===== config.mk =====
export PLATFORM = sky130hd
export DESIGN_NAME = demux1_2_stream
export DESIGN_NICKNAME = d
export VERILOG_FILES = /design/src/rtl/demux_pkg.sv /design/src/rtl/chan_fifo.sv /design/src/rtl/demux1_2_stream.sv
export SDC_FILE = /design/constraint.sdc
export NUM_CORES = 1
export LEC_CHECK = 0
export CAP_MARGIN = 20
export CORE_MARGIN = 2
export CORE_UTILIZATION = 45
export CTS_BUF_LIST = sky130_fd_sc_hd__clkbuf_8
export DETAILED_ROUTE_END_ITERATION = 8
export DONT_BUFFER_PORTS = 1
export SLEW_MARGIN = 30
export SYNTH_ARGS = -nofsm -noshare
export SYNTH_HDL_FRONTEND = slang
export SYNTH_SLANG_ARGS = --single-unit

===== constraint.sdc =====
create_clock -name CLK -period 2.3 [get_ports CLK]
set_input_delay 0.23 -clock CLK [delete_from_list [all_inputs] [get_ports CLK]]
set_output_delay 0.23 -clock CLK [all_outputs]
set_load 0.01 [all_outputs]

===== src/rtl/demux_pkg.sv =====
// demux_pkg: shared constants and helpers for the registered 1:2 stream demux.
//   CNT_W        width of the per-channel delivered-beat counters
//   CH_Y1/CH_Y2  select values that steer a beat to channel 1 / channel 2
//   clog2()      ceiling log2, used to size FIFO pointers and occupancy counts
package demux_pkg;

    localparam int   CNT_W = 16;
    localparam logic CH_Y1 = 1'b0;
    localparam logic CH_Y2 = 1'b1;

    function automatic int clog2(input int value);
        int r;
        r = 0;
        for (int i = 0; i < 31; i++) begin
            if ((1 << i) < value) begin
                r = i + 1;
            end
        end
        return r;
    endfunction

endpackage


===== src/rtl/chan_fifo.sv =====
// chan_fifo: one output channel of the demux, a small circular FIFO whose
// head entry is presented directly from the storage registers.
//   CLK, RST  clock and synchronous active-high reset
//   push, din write din behind the existing entries (ignored when full)
//   pop       remove the head entry (ignored when empty)
//   dout      head entry; reads 0 after reset
//   valid     FIFO is non-empty
//   count     occupancy, 0..DEPTH
module chan_fifo
    import demux_pkg::*;
#(
    parameter int W       = 8,
    parameter int DEPTH   = 2,
    localparam int PTR_W   = clog2(DEPTH),
    localparam int COUNT_W = clog2(DEPTH + 1)
) (
    input  logic               CLK,
    input  logic               RST,
    input  logic               push,
    input  logic [W-1:0]       din,
    input  logic               pop,
    output logic [W-1:0]       dout,
    output logic               valid,
    output logic [COUNT_W-1:0] count
);

    localparam logic [PTR_W-1:0]   PTR_LAST = PTR_W'(DEPTH - 1);
    localparam logic [COUNT_W-1:0] CNT_FULL = COUNT_W'(DEPTH);

    logic [W-1:0]       r_mem [DEPTH];
    logic [PTR_W-1:0]   r_rd_ptr;
    logic [PTR_W-1:0]   r_wr_ptr;
    logic [COUNT_W-1:0] r_count;

    logic w_push;
    logic w_pop;

    // Local guards keep the pointers consistent even if a caller pushes into
    // a full FIFO or pops an empty one.
    assign w_push = push && (r_count != CNT_FULL);
    assign w_pop  = pop  && (r_count != '0);

    always_ff @(posedge CLK) begin
        if (RST) begin
            r_rd_ptr <= '0;
            r_wr_ptr <= '0;
            r_count  <= '0;
            // Storage is cleared so the head never reads as X after reset.
            for (int i = 0; i < DEPTH; i++) begin
                r_mem[i] <= '0;
            end
        end else begin
            if (w_push) begin
                r_mem[r_wr_ptr] <= din;
                r_wr_ptr        <= (r_wr_ptr == PTR_LAST) ? '0 : r_wr_ptr + 1'b1;
            end
            if (w_pop) begin
                r_rd_ptr <= (r_rd_ptr == PTR_LAST) ? '0 : r_rd_ptr + 1'b1;
            end
            case ({w_push, w_pop})
                2'b10:   r_count <= r_count + 1'b1;
                2'b01:   r_count <= r_count - 1'b1;
                default: r_count <= r_count;
            endcase
        end
    end

    assign dout  = r_mem[r_rd_ptr];
    assign valid = (r_count != '0);
    assign count = r_count;

endmodule


===== src/rtl/demux1_2_stream.sv =====
// demux1_2_stream: registered, flow-controlled 1:2 demultiplexer. Each accepted
// beat is queued in the channel chosen by S; each channel drains independently.
//   CLK, RST             clock and synchronous active-high reset
//   A, S                 input beat and its channel select (0 -> Y1, 1 -> Y2)
//   A_VALID, A_READY     input handshake; A_READY depends only on S and counts
//   Y1_DATA/VALID/READY  channel 1 output handshake
//   Y2_DATA/VALID/READY  channel 2 output handshake
//   CNT1, CNT2           beats delivered per channel, wrapping at 2^16
module demux1_2_stream
    import demux_pkg::*;
#(
    parameter int W     = 8,
    parameter int DEPTH = 2
) (
    input  logic             CLK,
    input  logic             RST,
    input  logic [W-1:0]     A,
    input  logic             S,
    input  logic             A_VALID,
    output logic             A_READY,
    output logic [W-1:0]     Y1_DATA,
    output logic             Y1_VALID,
    input  logic             Y1_READY,
    output logic [W-1:0]     Y2_DATA,
    output logic             Y2_VALID,
    input  logic             Y2_READY,
    output logic [CNT_W-1:0] CNT1,
    output logic [CNT_W-1:0] CNT2
);

    localparam int                 COUNT_W  = clog2(DEPTH + 1);
    localparam logic [COUNT_W-1:0] CNT_FULL = COUNT_W'(DEPTH);

    logic [COUNT_W-1:0] w_count1;
    logic [COUNT_W-1:0] w_count2;
    logic [COUNT_W-1:0] w_sel_count;
    logic               w_push;
    logic               w_push1;
    logic               w_push2;
    logic               w_pop1;
    logic               w_pop2;

    logic [CNT_W-1:0]   r_cnt1;
    logic [CNT_W-1:0]   r_cnt2;

    // Ready looks only at the addressed channel's registered occupancy, so a
    // full target stalls the input even when the other channel has room, and
    // a same-cycle pop never makes room for a push.
    assign w_sel_count = (S == CH_Y2) ? w_count2 : w_count1;
    assign A_READY     = (w_sel_count < CNT_FULL);

    assign w_push  = A_VALID && A_READY;
    assign w_push1 = w_push && (S == CH_Y1);
    assign w_push2 = w_push && (S == CH_Y2);
    assign w_pop1  = Y1_VALID && Y1_READY;
    assign w_pop2  = Y2_VALID && Y2_READY;

    chan_fifo #(.W(W), .DEPTH(DEPTH)) u_chan_y1 (
        .CLK   (CLK),
        .RST   (RST),
        .push  (w_push1),
        .din   (A),
        .pop   (w_pop1),
        .dout  (Y1_DATA),
        .valid (Y1_VALID),
        .count (w_count1)
    );

    chan_fifo #(.W(W), .DEPTH(DEPTH)) u_chan_y2 (
        .CLK   (CLK),
        .RST   (RST),
        .push  (w_push2),
        .din   (A),
        .pop   (w_pop2),
        .dout  (Y2_DATA),
        .valid (Y2_VALID),
        .count (w_count2)
    );

    always_ff @(posedge CLK) begin
        if (RST) begin
            r_cnt1 <= '0;
            r_cnt2 <= '0;
        end else begin
            if (w_pop1) begin
                r_cnt1 <= r_cnt1 + 1'b1;
            end
            if (w_pop2) begin
                r_cnt2 <= r_cnt2 + 1'b1;
            end
        end
    end

    assign CNT1 = r_cnt1;
    assign CNT2 = r_cnt2;

endmodule


* Yosys cells after proc, flatten, opt, wreduce, memory -nomap -nowiden
Memories as Yosys holds them, arrays and structs flattened. A register that Yosys moved wholly into a read port is not among the register bits.
Index checks and enable logic that the tools add are counted.
** Word-level totals
- Memories :: 2
- Input bits :: 14
- Memory bits (writable) :: 32
- Flip-flop bits (word level) :: 40
** Memory list
- u_chan_y1.r_mem :: depth 2, width 8, read ports 1, clocked after Yosys merged registers in 1, write ports 2, line chan_fifo.sv:30 : logic [W-1:0] r_mem [DEPTH];
- u_chan_y2.r_mem :: depth 2, width 8, read ports 1, clocked after Yosys merged registers in 1, write ports 2, line chan_fifo.sv:30
** Cells by class
- Reduce and logical (&&, ||, !) cells :: 15
- Muxes and demuxes :: 25
- Bitwise gates (word level) :: 1
- $lt $le $gt $ge :: 1
- Equality and inequality tests :: 6
- Add/subtract/negate cells :: 10
** Operators by type and width (count)
- adder 16 x 1 -> 16 bit (second input constant) :: 2
- two-way mux 1 bit :: 20
- two-way mux 8 bit :: 2
- OR reduction 8 bit :: 2
- logical AND 1 bit :: 9
- case mux 2 bit (2 select lines) :: 2
- nonzero test 2 bit :: 4
- adder 1 bit (second input constant) :: 4
- adder 2 x 1 -> 2 bit (second input constant) :: 2
- equality test 2 x 1 -> 1 bit (second input constant) :: 2
- equality test 2 bit (second input constant) :: 2
- != test 2 bit (second input constant) :: 2
- subtractor 2 x 1 -> 2 bit (second input constant) :: 2
- < comparator 2 bit (second input constant) :: 1
- two-way mux 2 bit :: 1
- inverter 1 bit :: 1

* Logic depth before layout (Yosys ltp)
- Depth after elaboration :: 10
- Depth in mapped cells :: 7
- Depth with buffers taken out :: 7

* Cells and area by module
From an unflattened synthesis, not the netlist that was laid out.
** Second synthesis, totals
- Cells, all modules :: 317
- Area, all modules :: 3314.4 um2
** By module, submodules not included
- chan_fifo :: sequential area each 580.6 um2, area each 928.4 um2, instances 2, cells each 75
- demux1_2_stream :: sequential area each 640.6 um2, area each 1457.6 um2, instances 1, cells each 167

* Least setup slack after synthesis
Ideal clock, no wire load.
- Path kind :: register to register
- From :: register r_cnt2[0], in the netlist CNT2[0]
- To :: register r_cnt2[14], in the netlist CNT2[14]
- Setup time :: 0.070 ns
- Path buffers :: 1
- Period minus slack after synthesis :: 1.826 ns
- Slack :: 0.474 ns
- Arrival :: 1.756 ns
- Cell stages (with the launch flop) :: 7
- Cell sequence :: dfxtp_1 -> ha_1 -> nand3_1 -> or2_2 -> clkbuf_1 -> or4_1 -> a21oi_1
** On the way
- Longest elaborated chain between the ends :: 1
** RTL lines
- start: declaration :: line demux1_2_stream.sv:44 : logic [CNT_W-1:0] r_cnt2;
- start signal: assignment :: line demux1_2_stream.sv:89 : r_cnt2 <= r_cnt2 + 1'b1;
- adder 16 x 1 -> 16 bit :: line demux1_2_stream.sv:89
Every way passes these cells.
A chain may end at the register's enable or synchronous reset.

* Worst setup path in the final report
- From :: register r_cnt2[6], in the netlist CNT2[6]
- To :: register r_cnt2[15], in the netlist CNT2[15]
Same word-level chain as after synthesis.

==> impl_metrics.yaml <==
run_status:
  outcome: "finished clean"
sta:
  slew_violations: 0
  setup-tns-final_ns: 0
  finalHoldViolCount: 0
  setup_slack_ns: 0.387
  max_clock_freq_mhz: 523
  rsz0062_at_grt: "false"
  finalCritPeriodShare: 0.832
  setup_viol_count_final: 0
  fin_skew_ns: 0.00863
  finalCriticalPeriod_ns: 1.91
  relSlewSlack: 0.626
  worstMarginPinSlew_ns: 0.558
layout:
  final_area_um2: 3640
  drive_gt1_frac: 0.163
  area_growth_pct: 13.0
  diodes: 0
  finalNetCount: 326
detailed_routing:
  dr.pass1.iters: 4
  drcViolationCount: 0
  ant_nets: 0
  vias_per_cell: 5.20
  vias: 2128
  drtIter0Drc: 84
  routed_wirelength_um: 6170
  wire_per_inst_um: 15.1
yosys:
  yosysTopAreaCellShare: 0.298
  syn_area_um2: 3230
  ys_seq_area_frac: 0.559
  synth_fp_nets: 313
  synthCells: 295
  synth_ff_type: "dfxtp_1"
  synth_area_leaders: "edfxtp_1, dfxtp_1, and2_1"
  synth_area_leader_cell: "edfxtp_1"
  synth_warnings: 0
  syn_area_per_cell_um2: 10.9
  synth.distinct_cells: 36
  ys_ff_latch: 74
  ys_async_sr_fraction: 0
  synth_edf_count: 32
worst_setup_path:
  cpMaxStageDelayCell: "or4_1"
  critical_path.max_stage_delay_ns: 0.57
  path_cells: "and4_1, nand4_1, or4_1, a21oi_1"
  critPathMaxFanout: 10
  crit_path_start: "CNT2[6]$_SDFFE_PP0P_"
  required_ns: 2.57
  r2r-start: "CNT2[6]$_SDFFE_PP0P_"
  rrSetupSlack_ns: 0.39
  reg2reg_to: "CNT2[15]$_SDFFE_PP0P_"
  worstPathArrival_ns: 2.18
  start_kind: "register"
  rr_worst_depth: 4
  crit_path_end_kind: "register"
  path_class: "register to register"
clocking:
  htreeDepth: 3
  cts_root_buf: "clkbuf_8"
  clk_pin_slew_ns: 0.08
  clkLatencyLatePin_ns: 0.34
  post_cts_resized: 0
  cts-buffers-inserted: 9
  cts_tree: "done"
  clk_path_buf_depth: 2
  cts.sinks: 74
place:
  dpl_worst_slack_ns: 0.434
  routabilityCongestion: 0.801
  dpl-instance-area_um2: 3380
  dp_hpwl_um: 4060
  place.port_buffers: 0
floorplan:
  design.die.area_um2: 7860
  die_h_um: 88.7
  fp-row-count: 30
  pin_count: 65
  die_w_um: 88.7
  coreArea_um2: 6870
  start_util: 0.470
min_path:
  hp-class: "primary input to register"
  hold_depth: 1
  hold_start: "A[6]"
  hold_end: "u_chan_y2.r_mem[0][6]$_SDFFCE_PN0P_"
power:
  power_density_nw_per_um2: 914
  power_mw: 3.33
  ir_drop_v: 0.000461
  p_leak_nw: 1.32
grt:
  grt_pass1_wl_um: 9590
  grt_usage: 0.162
  gr-total-overflow: 0
  grt_max_degree: 42
  grt_pass1_vias: 1944
  antenna_found_initial: 0
flow_run:
  drv_cap: 0
final cells by class:
| class | instances | area, µm² |
|---|---|---|
| clock buffers | 9 | 124 |
| clock inverters | 7 | 116 |
| fillers | 625 | 3230 |
| inverters | 5 | 18.8 |
| multi-input cells | 208 | 1380 |
| flip-flops and latches | 74 | 1800 |
| well taps | 96 | 120 |
| repair buffers | 10 | 87.6 |
per-stage QoR:
| step | hold slack, ns | instances | utilization |
|---|---|---|---|
| 3_3_place_gp | 0.303 | 392 | 0.493 |
| 5_1_grt | 0.0657 | 409 | 0.530 |
| 3_5_place_dp | 0.304 | 392 | 0.493 |
| 4_1_cts | 0.0647 | 409 | 0.530 |
| 2_1_floorplan | 0.428 | 295 | - |
| 6_report | 0.0778 | 409 | 0.530 |
state kept, by name, indices dropped and copies added (netlist names), named ones only:
name                cells
u_chan_y1.count         2
CNT1                   16
u_chan_y2.r_mem        16
CNT2                   16
u_chan_y1.r_wr_ptr      1
u_chan_y1.r_rd_ptr      1
u_chan_y2.r_rd_ptr      1
u_chan_y1.r_mem        16
u_chan_y2.count         2
u_chan_y2.r_wr_ptr      1
kinds of logic after synthesis:
group | synth area share
fa+ha+maj | 0.0155
compound gates | 0.0586
buf+inv | 0.0151
flops | 0.559
xor+xnor | 0.0733
simple gates | 0.217
mux | 0.0621
critical path: cells and delay by family (launching register included):
kind | cells | cell delay [ns]
flip-flops | 1 | 0.44
AND/OR/NAND/NOR | 3 | 1.22
AO/OA/AOI/OAI | 1 | 0.18
layout by cell type (no fill, tap or decap), types with 2 or more instances in the layout:
cell type / n
nand3_1: 8
o21ai_0: 8
or3_1: 8
nor2_1: 31
nor3b_1: 3
nor3_1: 8
o21bai_1: 2
a21oi_1: 14
or2_2: 5
and2_1: 32
buf_4: 9
mux2i_1: 2
xnor2_1: 13
or4_1: 4
nand4_1: 6
mux2_2: 16
clkbuf_8: 9
ha_1: 4
and4_1: 2
dfxtp_1: 42
o31ai_1: 4
inv_1: 4
edfxtp_1: 32
nand2_1: 13
xor2_1: 14
bufinv_16: 3
worst max-delay path by stage:
stage	to	slack (ns)	cells after the start
2_1_floorplan	CNT2[14]$_SDFFE_PP0P_	0.47	6
3_3_place_gp	CNT2[14]$_SDFFE_PP0P_	0.46	5
3_5_place_dp	CNT2[15]$_SDFFE_PP0P_	0.43	4
4_1_cts	CNT2[14]$_SDFFE_PP0P_	0.41	5
5_1_grt	CNT2[15]$_SDFFE_PP0P_	0.27	4
6_report	CNT2[15]$_SDFFE_PP0P_	0.39	4
routing by layer:
metal  wire length [µm]  GRT usage  vias to the layer above
li1                   -          -                     1067
met1               2840      0.207                     1010
met2               2900      0.252                       45
met3                352     0.0494                        6
met4                 78     0.0785                        0
met5                  0          0                        -
synthesized netlist by cell type, types with 8 or more instances:
cell type  instances
clkbuf_1           8
nor3_1             8
xnor2_1           13
or3_1              8
nand3_1            8
o21ai_0            8
dfxtp_1           42
nand2_1           13
a21oi_1           14
and2_1            32
edfxtp_1          32
nor2_1            31
xor2_1            14
mux2_2            16
report_power, final:
part	internal (mW)	total (mW)	switching, mW
clock	0.720	1.21	0.489
combinational	0.233	0.508	0.274
sequential	1.49	1.61	0.123
what timing repair did:
| action | in CTS | in global routing |
|---|---|---|
| buffers inserted | 0 | 0 |
| hold buffers | 1 | 0 |
| hold endpoints to repair | 41 | 0 |
Note: power is estimated with default switching activity, not from simulation.
